===== src/rtl/alu_pkg.sv =====
// alu_pkg: definitions shared by the ALU writeback slice.
//   - ALU control codes and the register address that receives MUL/DIV side results
//   - encoding of the writeback sequencer states
//   - small decode predicates used by the sequencer
package alu_pkg;

    localparam int CTRL_W = 4;

    localparam logic [CTRL_W-1:0] CTRL_ADD   = 4'h1;
    localparam logic [CTRL_W-1:0] CTRL_SUB   = 4'h2;
    localparam logic [CTRL_W-1:0] CTRL_MUL   = 4'h4;
    localparam logic [CTRL_W-1:0] CTRL_DIV   = 4'h8;
    localparam logic [CTRL_W-1:0] CTRL_ANDI  = 4'hC;
    localparam logic [CTRL_W-1:0] CTRL_ORI   = 4'hE;
    localparam logic [CTRL_W-1:0] CTRL_ADDNF = 4'hF;

    // MUL/DIV side result (high product / remainder) always lands in R0.
    localparam int unsigned R0_ADDR = 0;

    typedef enum logic [1:0] {
        ST_IDLE  = 2'd0,
        ST_WR_RD = 2'd1,
        ST_WR_R0 = 2'd2,
        ST_EXC   = 2'd3
    } wb_state_e;

    // Ops that produce a primary and a side result and so need two write cycles.
    function automatic logic is_two_write(input logic [CTRL_W-1:0] ctrl);
        return (ctrl == CTRL_MUL) || (ctrl == CTRL_DIV);
    endfunction

    // Ops that can raise a signed-overflow trap.
    function automatic logic is_add_sub(input logic [CTRL_W-1:0] ctrl);
        return (ctrl == CTRL_ADD) || (ctrl == CTRL_SUB);
    endfunction

    // Codes that write the register file; anything else is a no-write op.
    function automatic logic is_valid_ctrl(input logic [CTRL_W-1:0] ctrl);
        case (ctrl)
            CTRL_ADD, CTRL_SUB, CTRL_MUL, CTRL_DIV,
            CTRL_ANDI, CTRL_ORI, CTRL_ADDNF: return 1'b1;
            default:                         return 1'b0;
        endcase
    endfunction

endpackage


===== src/rtl/alu_writeback_if.sv =====
// alu_writeback_if: execute-stage result bus (valid/ready handshake).
//   master : execute stage, drives the offer and samples ex_ready
//   slave  : writeback sequencer, samples the offer and drives ex_ready
// Signals: ex_valid, ex_ready, ex_ctrl, ex_wb_en, ex_rd, ex_result, ex_r0,
//          ex_overflow, ex_pc.
interface alu_writeback_if #(
    parameter int DATA_W = 16,
    parameter int REG_AW = 4
);
    logic              ex_valid;
    logic              ex_ready;
    logic [3:0]        ex_ctrl;
    logic              ex_wb_en;
    logic [REG_AW-1:0] ex_rd;
    logic [DATA_W-1:0] ex_result;
    logic [DATA_W-1:0] ex_r0;
    logic              ex_overflow;
    logic [DATA_W-1:0] ex_pc;

    modport master (
        output ex_valid, ex_ctrl, ex_wb_en, ex_rd, ex_result, ex_r0, ex_overflow, ex_pc,
        input  ex_ready
    );

    modport slave (
        input  ex_valid, ex_ctrl, ex_wb_en, ex_rd, ex_result, ex_r0, ex_overflow, ex_pc,
        output ex_ready
    );
endinterface


===== src/rtl/alu_wb_hold.sv =====
// alu_wb_hold: capture register for an accepted ALU result.
//   clk, rst      : clock, asynchronous active-high reset (clears all fields)
//   load          : capture the d_* fields on this edge
//   d_* / q_*     : ctrl, wb_en, rd, result, r0, pc in / registered out
module alu_wb_hold #(
    parameter int DATA_W = 16,
    parameter int REG_AW = 4
) (
    input  logic              clk,
    input  logic              rst,
    input  logic              load,
    input  logic [3:0]        d_ctrl,
    input  logic              d_wb_en,
    input  logic [REG_AW-1:0] d_rd,
    input  logic [DATA_W-1:0] d_result,
    input  logic [DATA_W-1:0] d_r0,
    input  logic [DATA_W-1:0] d_pc,
    output logic [3:0]        q_ctrl,
    output logic              q_wb_en,
    output logic [REG_AW-1:0] q_rd,
    output logic [DATA_W-1:0] q_result,
    output logic [DATA_W-1:0] q_r0,
    output logic [DATA_W-1:0] q_pc
);

    always_ff @(posedge clk or posedge rst) begin
        if (rst) begin
            q_ctrl   <= '0;
            q_wb_en  <= 1'b0;
            q_rd     <= '0;
            q_result <= '0;
            q_r0     <= '0;
            q_pc     <= '0;
        end else if (load) begin
            q_ctrl   <= d_ctrl;
            q_wb_en  <= d_wb_en;
            q_rd     <= d_rd;
            q_result <= d_result;
            q_r0     <= d_r0;
            q_pc     <= d_pc;
        end
    end

endmodule


===== src/rtl/alu_writeback.sv =====
// alu_writeback: serialises captured ALU results onto the single
// register-file write port; MUL/DIV take two write cycles (rd, then R0).
// Optional feature macro: ALU_WB_OVF_TRAP_EN -- when defined, a signed
// overflow on ADD/SUB suppresses the write and raises exc_req until exc_ack.
//   clk, rst         : clock, asynchronous active-high reset
//   ex               : result bus (slave side, valid/ready)
//   rf_we/waddr/wdata: register-file write port
//   exc_req/exc_epc  : overflow trap request and PC of the trapping op
//   exc_ack          : trap accepted by the control unit
module alu_writeback
    import alu_pkg::*;
#(
    parameter int DATA_W = 16,
    parameter int REG_AW = 4
) (
    input  logic              clk,
    input  logic              rst,
    alu_writeback_if.slave    ex,
    output logic              rf_we,
    output logic [REG_AW-1:0] rf_waddr,
    output logic [DATA_W-1:0] rf_wdata,
    output logic              exc_req,
    output logic [DATA_W-1:0] exc_epc,
    input  logic              exc_ack
);

    localparam logic [1:0] IDLE  = ST_IDLE;
    localparam logic [1:0] WR_RD = ST_WR_RD;
    localparam logic [1:0] WR_R0 = ST_WR_R0;
`ifdef ALU_WB_OVF_TRAP_EN
    localparam logic [1:0] EXC   = ST_EXC;
`endif

    logic [1:0]        state_reg;
    logic [1:0]        state_next;
    logic              accept;
    logic              ready;

    logic [3:0]        hold_ctrl;
    logic              hold_wb_en;
    logic [REG_AW-1:0] hold_rd;
    logic [DATA_W-1:0] hold_result;
    logic [DATA_W-1:0] hold_r0;
    logic [DATA_W-1:0] hold_pc;

    assign accept      = ex.ex_valid & ready;
    assign ex.ex_ready = ready;

    alu_wb_hold #(
        .DATA_W (DATA_W),
        .REG_AW (REG_AW)
    ) u_hold (
        .clk      (clk),
        .rst      (rst),
        .load     (accept),
        .d_ctrl   (ex.ex_ctrl),
        .d_wb_en  (ex.ex_wb_en),
        .d_rd     (ex.ex_rd),
        .d_result (ex.ex_result),
        .d_r0     (ex.ex_r0),
        .d_pc     (ex.ex_pc),
        .q_ctrl   (hold_ctrl),
        .q_wb_en  (hold_wb_en),
        .q_rd     (hold_rd),
        .q_result (hold_result),
        .q_r0     (hold_r0),
        .q_pc     (hold_pc)
    );

    // The hold register is free to reload whenever the current cycle is its
    // last use: single-write WR_RD and WR_R0 both release it at the edge.
    always_comb begin
        ready = 1'b1;
        if (rst) begin
            ready = 1'b0;
        end else if (state_reg == WR_RD && is_two_write(hold_ctrl)) begin
            ready = 1'b0;
`ifdef ALU_WB_OVF_TRAP_EN
        end else if (state_reg == EXC) begin
            ready = 1'b0;
`endif
        end
    end

    always_comb begin
        state_next = state_reg;
        if (accept) begin
            if (is_valid_ctrl(ex.ex_ctrl) && ex.ex_wb_en) begin
                state_next = WR_RD;
            end else begin
                state_next = IDLE;
            end
`ifdef ALU_WB_OVF_TRAP_EN
            // Trap takes priority over any write of the offending op.
            if (ex.ex_overflow && is_add_sub(ex.ex_ctrl)) begin
                state_next = EXC;
            end
`endif
        end else begin
            case (state_reg)
                WR_RD:   state_next = is_two_write(hold_ctrl) ? WR_R0 : IDLE;
                WR_R0:   state_next = IDLE;
`ifdef ALU_WB_OVF_TRAP_EN
                EXC:     state_next = exc_ack ? IDLE : EXC;
`endif
                default: state_next = IDLE;
            endcase
        end
    end

    always_ff @(posedge clk or posedge rst) begin
        if (rst) begin
            state_reg <= IDLE;
        end else begin
            state_reg <= state_next;
        end
    end

    // Write port is decoded from state and hold register only, so nothing on
    // the ex bus reaches rf_* combinationally.
    always_comb begin
        rf_we    = 1'b0;
        rf_waddr = hold_rd;
        rf_wdata = hold_result;
        case (state_reg)
            WR_RD: begin
                // MUL/DIV targeting R0: the side result owns R0, skip the primary.
                rf_we = hold_wb_en &&
                        !(is_two_write(hold_ctrl) && hold_rd == REG_AW'(R0_ADDR));
            end
            WR_R0: begin
                rf_we    = 1'b1;
                rf_waddr = REG_AW'(R0_ADDR);
                rf_wdata = hold_r0;
            end
            default: begin
                rf_we = 1'b0;
            end
        endcase
    end

`ifdef ALU_WB_OVF_TRAP_EN
    // hold_pc cannot change in EXC because ex_ready is low there.
    assign exc_req = (state_reg == EXC);
    assign exc_epc = hold_pc;
`else
    logic unused_trap_sigs;
    assign exc_req          = 1'b0;
    assign exc_epc          = '0;
    assign unused_trap_sigs = ^{exc_ack, ex.ex_overflow, hold_pc};
`endif

endmodule


===== src/flat_wrapper.sv =====
// flat-port wrapper written by rule: the top's interface ports become plain ports
module alu_writeback_flat import alu_pkg::*;
#(
    parameter int DATA_W = 16,
    parameter int REG_AW = 4
)
  (clk, rst, rf_we, rf_waddr, rf_wdata, exc_req, exc_epc, exc_ack, ex_ex_valid, ex_ex_ctrl, ex_ex_wb_en, ex_ex_rd, ex_ex_result, ex_ex_r0, ex_ex_overflow, ex_ex_pc, ex_ex_ready);
  alu_writeback_if #(.DATA_W(DATA_W), .REG_AW(REG_AW)) ex_i ();
  input  logic clk;
  input  logic rst;
  output logic rf_we;
  output logic [REG_AW-1:0] rf_waddr;
  output logic [DATA_W-1:0] rf_wdata;
  output logic exc_req;
  output logic [DATA_W-1:0] exc_epc;
  input  logic exc_ack;
  input wire logic [$bits(ex_i.ex_valid)-1:0] ex_ex_valid;
  input wire logic [$bits(ex_i.ex_ctrl)-1:0] ex_ex_ctrl;
  input wire logic [$bits(ex_i.ex_wb_en)-1:0] ex_ex_wb_en;
  input wire logic [$bits(ex_i.ex_rd)-1:0] ex_ex_rd;
  input wire logic [$bits(ex_i.ex_result)-1:0] ex_ex_result;
  input wire logic [$bits(ex_i.ex_r0)-1:0] ex_ex_r0;
  input wire logic [$bits(ex_i.ex_overflow)-1:0] ex_ex_overflow;
  input wire logic [$bits(ex_i.ex_pc)-1:0] ex_ex_pc;
  output wire logic [$bits(ex_i.ex_ready)-1:0] ex_ex_ready;
  assign ex_i.ex_valid = ex_ex_valid;
  assign ex_i.ex_ctrl = ex_ex_ctrl;
  assign ex_i.ex_wb_en = ex_ex_wb_en;
  assign ex_i.ex_rd = ex_ex_rd;
  assign ex_i.ex_result = ex_ex_result;
  assign ex_i.ex_r0 = ex_ex_r0;
  assign ex_i.ex_overflow = ex_ex_overflow;
  assign ex_i.ex_pc = ex_ex_pc;
  assign ex_ex_ready = ex_i.ex_ready;
  alu_writeback #(.DATA_W(DATA_W), .REG_AW(REG_AW)) u_core (.clk(clk), .rst(rst), .ex(ex_i), .rf_we(rf_we), .rf_waddr(rf_waddr), .rf_wdata(rf_wdata), .exc_req(exc_req), .exc_epc(exc_epc), .exc_ack(exc_ack));
endmodule

===== config.mk =====
export PLATFORM = sky130hd
export DESIGN_NAME = alu_writeback_flat
export DESIGN_NICKNAME = d
export VERILOG_FILES = /design/src/rtl/alu_pkg.sv /design/src/rtl/alu_writeback_if.sv /design/src/rtl/alu_wb_hold.sv /design/src/rtl/alu_writeback.sv /design/src/flat_wrapper.sv
export SDC_FILE = /design/constraint.sdc
export NUM_CORES = 1
export LEC_CHECK = 0
export CORE_MARGIN = 2
export CORE_UTILIZATION = 42
export DETAILED_ROUTE_END_ITERATION = 12
export PLACE_DENSITY = 0.86
export SLEW_MARGIN = 15
export SYNTH_ARGS = -nofsm -noshare
export SYNTH_HDL_FRONTEND = slang
export SYNTH_HIERARCHICAL = 1
export SYNTH_SLANG_ARGS = --single-unit

===== constraint.sdc =====
create_clock -name clk -period 5.6 [get_ports clk]
set_clock_uncertainty 0.2 [all_clocks]
set_input_delay 1.68 -clock clk [delete_from_list [all_inputs] [get_ports clk]]
set_output_delay 1.68 -clock clk [all_outputs]
set_load 0.01 [all_outputs]

== Word-level counts from Yosys, hierarchy flattened ==
Cells that the tools add are included.
Word-level totals
  bits in registers: 43
  logic and storage cells: 37
Operators by class
  equal/unequal tests: 11
  multiplexer cells: 11
  bitwise gates (word level): 1
  reduce and logical (&&, ||, !) cells: 8
Operators by type and width (count)
  $eq 4x4->1 const B: 5
  $mux 16: 1
  $eq 4x3->1 const B: 2
  $reduce_or 7->1: 1
  $mux 2: 3
  $mux 1: 5
  $eq 4x1->1 const B: 1
  $eq 4x2->1 const B: 1
  $logic_and 1x1->1: 4
  $logic_not 4->1: 1
  $mux 4: 1
  $eq 2x1->1 const B: 1
  $eq 2x2->1 const B: 1
  $pmux 1 s2: 1
  $and 1x1->1: 1
  $logic_not 1->1: 1
  $logic_or 1x1->1: 1

== Longest topological paths before layout ==
  depth in word-level cells: 10
  depth in mapped cells: 8

== By module ==
The synthesis kept the hierarchy.
Modules (own cells, without submodules)
  alu_wb_hold: cells an instance 121, area an instance 2239.6 µm², seq. area each 1426.4 µm², instances 1
  alu_writeback: cells an instance 65, area an instance 545.5 µm², seq. area each 50.0 µm², instances 1

== Least setup slack after synthesis ==
No wires, ideal clock.
  path type: input to output
  start: in rst
  end: out ex_ex_ready
  arrival: 1849 ps
  stages: 1
  slack: 1871 ps
  buffers on the path: 0
  cell sequence: nor2_1
Between the ends
  longest elaborated chain between the ends: 1
RTL lines
  start: declaration: RTL line flat_wrapper.sv:10  | input logic rst;
  $mux 1: RTL line alu_writeback.sv:74  | if (rst) begin
  end: declaration: RTL line flat_wrapper.sv:25  | output wire logic [$bits(ex_i.ex_ready)-1:0] ex_ex_ready;
Every way passes these cells.

== Worst setup path in the final report ==
Same ends and word-level chain as after synthesis.

==> run summary <==
The total track usage is 13.8%. 0 antenna diodes ended up in the layout. The growth of design area from synthesis to finish came out at 33.8%. The flow ran to the end, and the final reports show no timing, DRC or antenna violations. The number of detailed-routing iterations run before antenna repair is 2. IR analysis of the VDD net gives a maximum drop of 0.167 mV. Data arrives at the worst endpoint at ~2800 ps. Summing all placed instances gives a cell area of 0.00283 mm2. The starting density of the core came out at between 40% and 50%. Dividing the detail-routed via count by the number of cells gives around 4.6.

The total of fill cells in the finished design came out at 437. The die covers between 0.005 and 0.006 mm2. For this design the static power due to leakage is 1.28 nW.

The worst setup path is captured at an output pin. Wires add up to 3.89 mm. Detailed routing inserted a total of between 1000 and 1500 vias. The number of buffers inserted by hold repair at cts came out at 0. The areal power density over the cells came out at around 280 mW/mm2. The global routing usage on met2 came out at between 20% and 30%. The cell area after layout came out at roughly 0.0029 mm2.

The count of antenna-violating nets left after detailed routing is 0. The total negative slack came out at 0 ps. The initial DRC count is 28.

The total number of placement rows is 26. The core region area is approximately 0.0051 mm2. The type of the setup path with the least slack is input port to output pin.

The initial antenna violation count is 0. The final layout net count is 283. The signal on the critical path passes through clkdlybuf4s50_1 > nor2_1 > clkdlybuf4s50_1.

The class of the worst hold path is flop to flop. The max-slew violation total from the final report came out at 0. The clock input transition at the sequential cells of the worst setup and hold paths is approximately 70 ps.

For the worst setup path, the data required time is between 3000 and 4000 ps. Global routing used around 4.7% of the available met3 tracks. During placement, the flow inserted port buffers numbering 65. The total I/O pin count is a little over 100.

Synthesis produced 153 cells. The height of the die is about 76 um. The H-tree was split into 2 levels. The highest net fanout along the worst path is 3. The share of layout cells above drive strength 1 came out at approximately a third. In this run the tightest slew margin relative to its limit is between 20% and 30%. The slew at the pin closest to its max-slew limit came out at around 1100 ps. The count of clock tree sinks came out at 43.

The first global-routing pass estimated between 6 and 7 mm of wire. The number of buffers inserted during clock tree synthesis is 5. The worst setup path is launched from an input port.

For the finished layout, the period the worst path requires is 4670 ps. Once the clock tree was built, the resizer swapped 0 gates to a different size. The number of global-route vias before repair was about 1400. For the worst-skew pair, the clock arrives at the later sink with an insertion delay of between 200 and 300 ps. Buffers added to address setup during post-CTS repair amount to 0.

After detailed routing, the average wire length per cell comes to ~13 um. The cell sitting at the root of the clock tree is a sky130_fd_sc_hd__clkbuf_8. The maximum single-stage delay on the critical path came out at between 500 and 600 ps. The total global routing overflow is 0. The final-report setup violation count came out at 0.

The post-route DRC violation count came out at 0. The max capacitance violation total is 0. The critical path's most frequent cell is sky130_fd_sc_hd__clkdlybuf4s50_1. The largest net degree at the start of global routing came out at between 40 and 50. The number of hold violations in the final report is 0. Setup repair after global routing left no endpoint under its margin.

In this run the most used layer during global routing was met2. The Yosys step of the flow raised 6 warnings. The maximum buffer depth of the clock tree is 2. The global-route track usage on met1 came out at 17.5%.

The detailed placer's ending HPWL is 2.81 mm. TritonCTS built the clock tree. The final worst-path cycle share came out at 83.4%. The largest registers in the layout are u_core/u_hold/q_r0 (16), u_core/u_hold/q_result (16).

The die is around 76 um wide. The average instance in the mapped netlist occupies 14.4 um2. The netlist area before placement came out at 0.00220 mm2. Among all stages on the critical path, the largest delay is contributed by sky130_fd_sc_hd__clkdlybuf4s50_1. The maximum clock frequency is approximately 210 MHz. At the end of routability-driven placement, the weighted congestion stood at just under 0.7.
-- layer usage --
metal  routed length [um]  vias up
met4                   45        0
met3                  304        5
met5                    0        -
met1                 1700      645
li1                     -      626
met2                 1840       55
-- worst paths after layout --
path                                              start                     to  slack (ps)  cells after the start
worst max-delay path                                rst            ex_ex_ready         930                      3
worst min-delay path              u_core/u_hold/q_r0[0]  u_core/u_hold/q_r0[0]         310                      1
worst max register to register  u_core/u_hold/q_ctrl[3]  u_core/u_hold/q_r0[2]        3110                      4
worst min register to register    u_core/u_hold/q_r0[0]  u_core/u_hold/q_r0[0]         310                      1
max in group asynchronous                           rst  u_core/u_hold/q_rd[0]        3170                      3
min in group asynchronous                           rst    u_core/state_reg[1]        1420                      2
-- stage by stage --
| stage | util [%] | worst slack (ps) | total power [mW] | hold slack, ps | std cells |
|---|---|---|---|---|---|
| 2_1_floorplan | - | 1870 | 0.514 | 269 | 169 |
| 3_3_place_gp | 55.7 | 950 | 0.594 | 286 | 282 |
| 3_5_place_dp | 55.7 | 923 | 0.600 | 291 | 282 |
| 4_1_cts | 58.0 | 919 | 0.847 | 309 | 290 |
| 5_1_grt | 58.0 | 886 | 0.874 | 327 | 290 |
| 6_report | 58.0 | 931 | 0.833 | 308 | 290 |
-- final cells by class --
type / count / area, um2 / share of cell area, %
multi-input combinational: 96 / 973 / 33.1
sequential: 43 / 1080 / 36.6
clock buffer: 6 / 82.6 / 2.81
inverter: 6 / 22.5 / 0.765
clock inverter: 2 / 35.0 / 1.19
tap: 70 / 87.6 / 2.98
timing repair buffer: 67 / 666 / 22.6
-- where the power goes --
part	internal (mW)	total (mW)	switching [mW]	leakage (nW)
Sequential	0.356	0.381	0.0253	0.509
Combinational	0.143	0.211	0.0678	0.709
Clock	0.144	0.241	0.0968	0.0612
-- critical path, delay by kind of cell --
family	cells	cell delay (ps)
buf+inv	2	980
simple gates	1	120
-- placed cells by master, fill, tap and decap left out --
cell type                         count
sky130_fd_sc_hd__dfrtp_1             43
sky130_fd_sc_hd__inv_1                4
sky130_fd_sc_hd__clkbuf_8             6
sky130_fd_sc_hd__nor2b_1              4
sky130_fd_sc_hd__or4_1                1
sky130_fd_sc_hd__bufinv_16            1
sky130_fd_sc_hd__clkdlybuf4s50_1     65
sky130_fd_sc_hd__clkinv_2             1
sky130_fd_sc_hd__nor2_1               2
sky130_fd_sc_hd__a211oi_1             1
sky130_fd_sc_hd__mux2_4              30
sky130_fd_sc_hd__nand2b_1             1
sky130_fd_sc_hd__conb_1              17
sky130_fd_sc_hd__ha_1                 2
sky130_fd_sc_hd__o21ai_1              1
sky130_fd_sc_hd__and2_2               1
sky130_fd_sc_hd__o311ai_1             1
sky130_fd_sc_hd__o21ai_0              1
sky130_fd_sc_hd__or3b_1               1
sky130_fd_sc_hd__xnor2_1              1
sky130_fd_sc_hd__mux2_2              27
sky130_fd_sc_hd__a211oi_2             1
sky130_fd_sc_hd__nor3_1               3
sky130_fd_sc_hd__inv_2                1
sky130_fd_sc_hd__buf_4                2
sky130_fd_sc_hd__a21oi_1              1
sky130_fd_sc_hd__clkinv_1             1
Note: power is estimated with default switching activity, not from simulation.
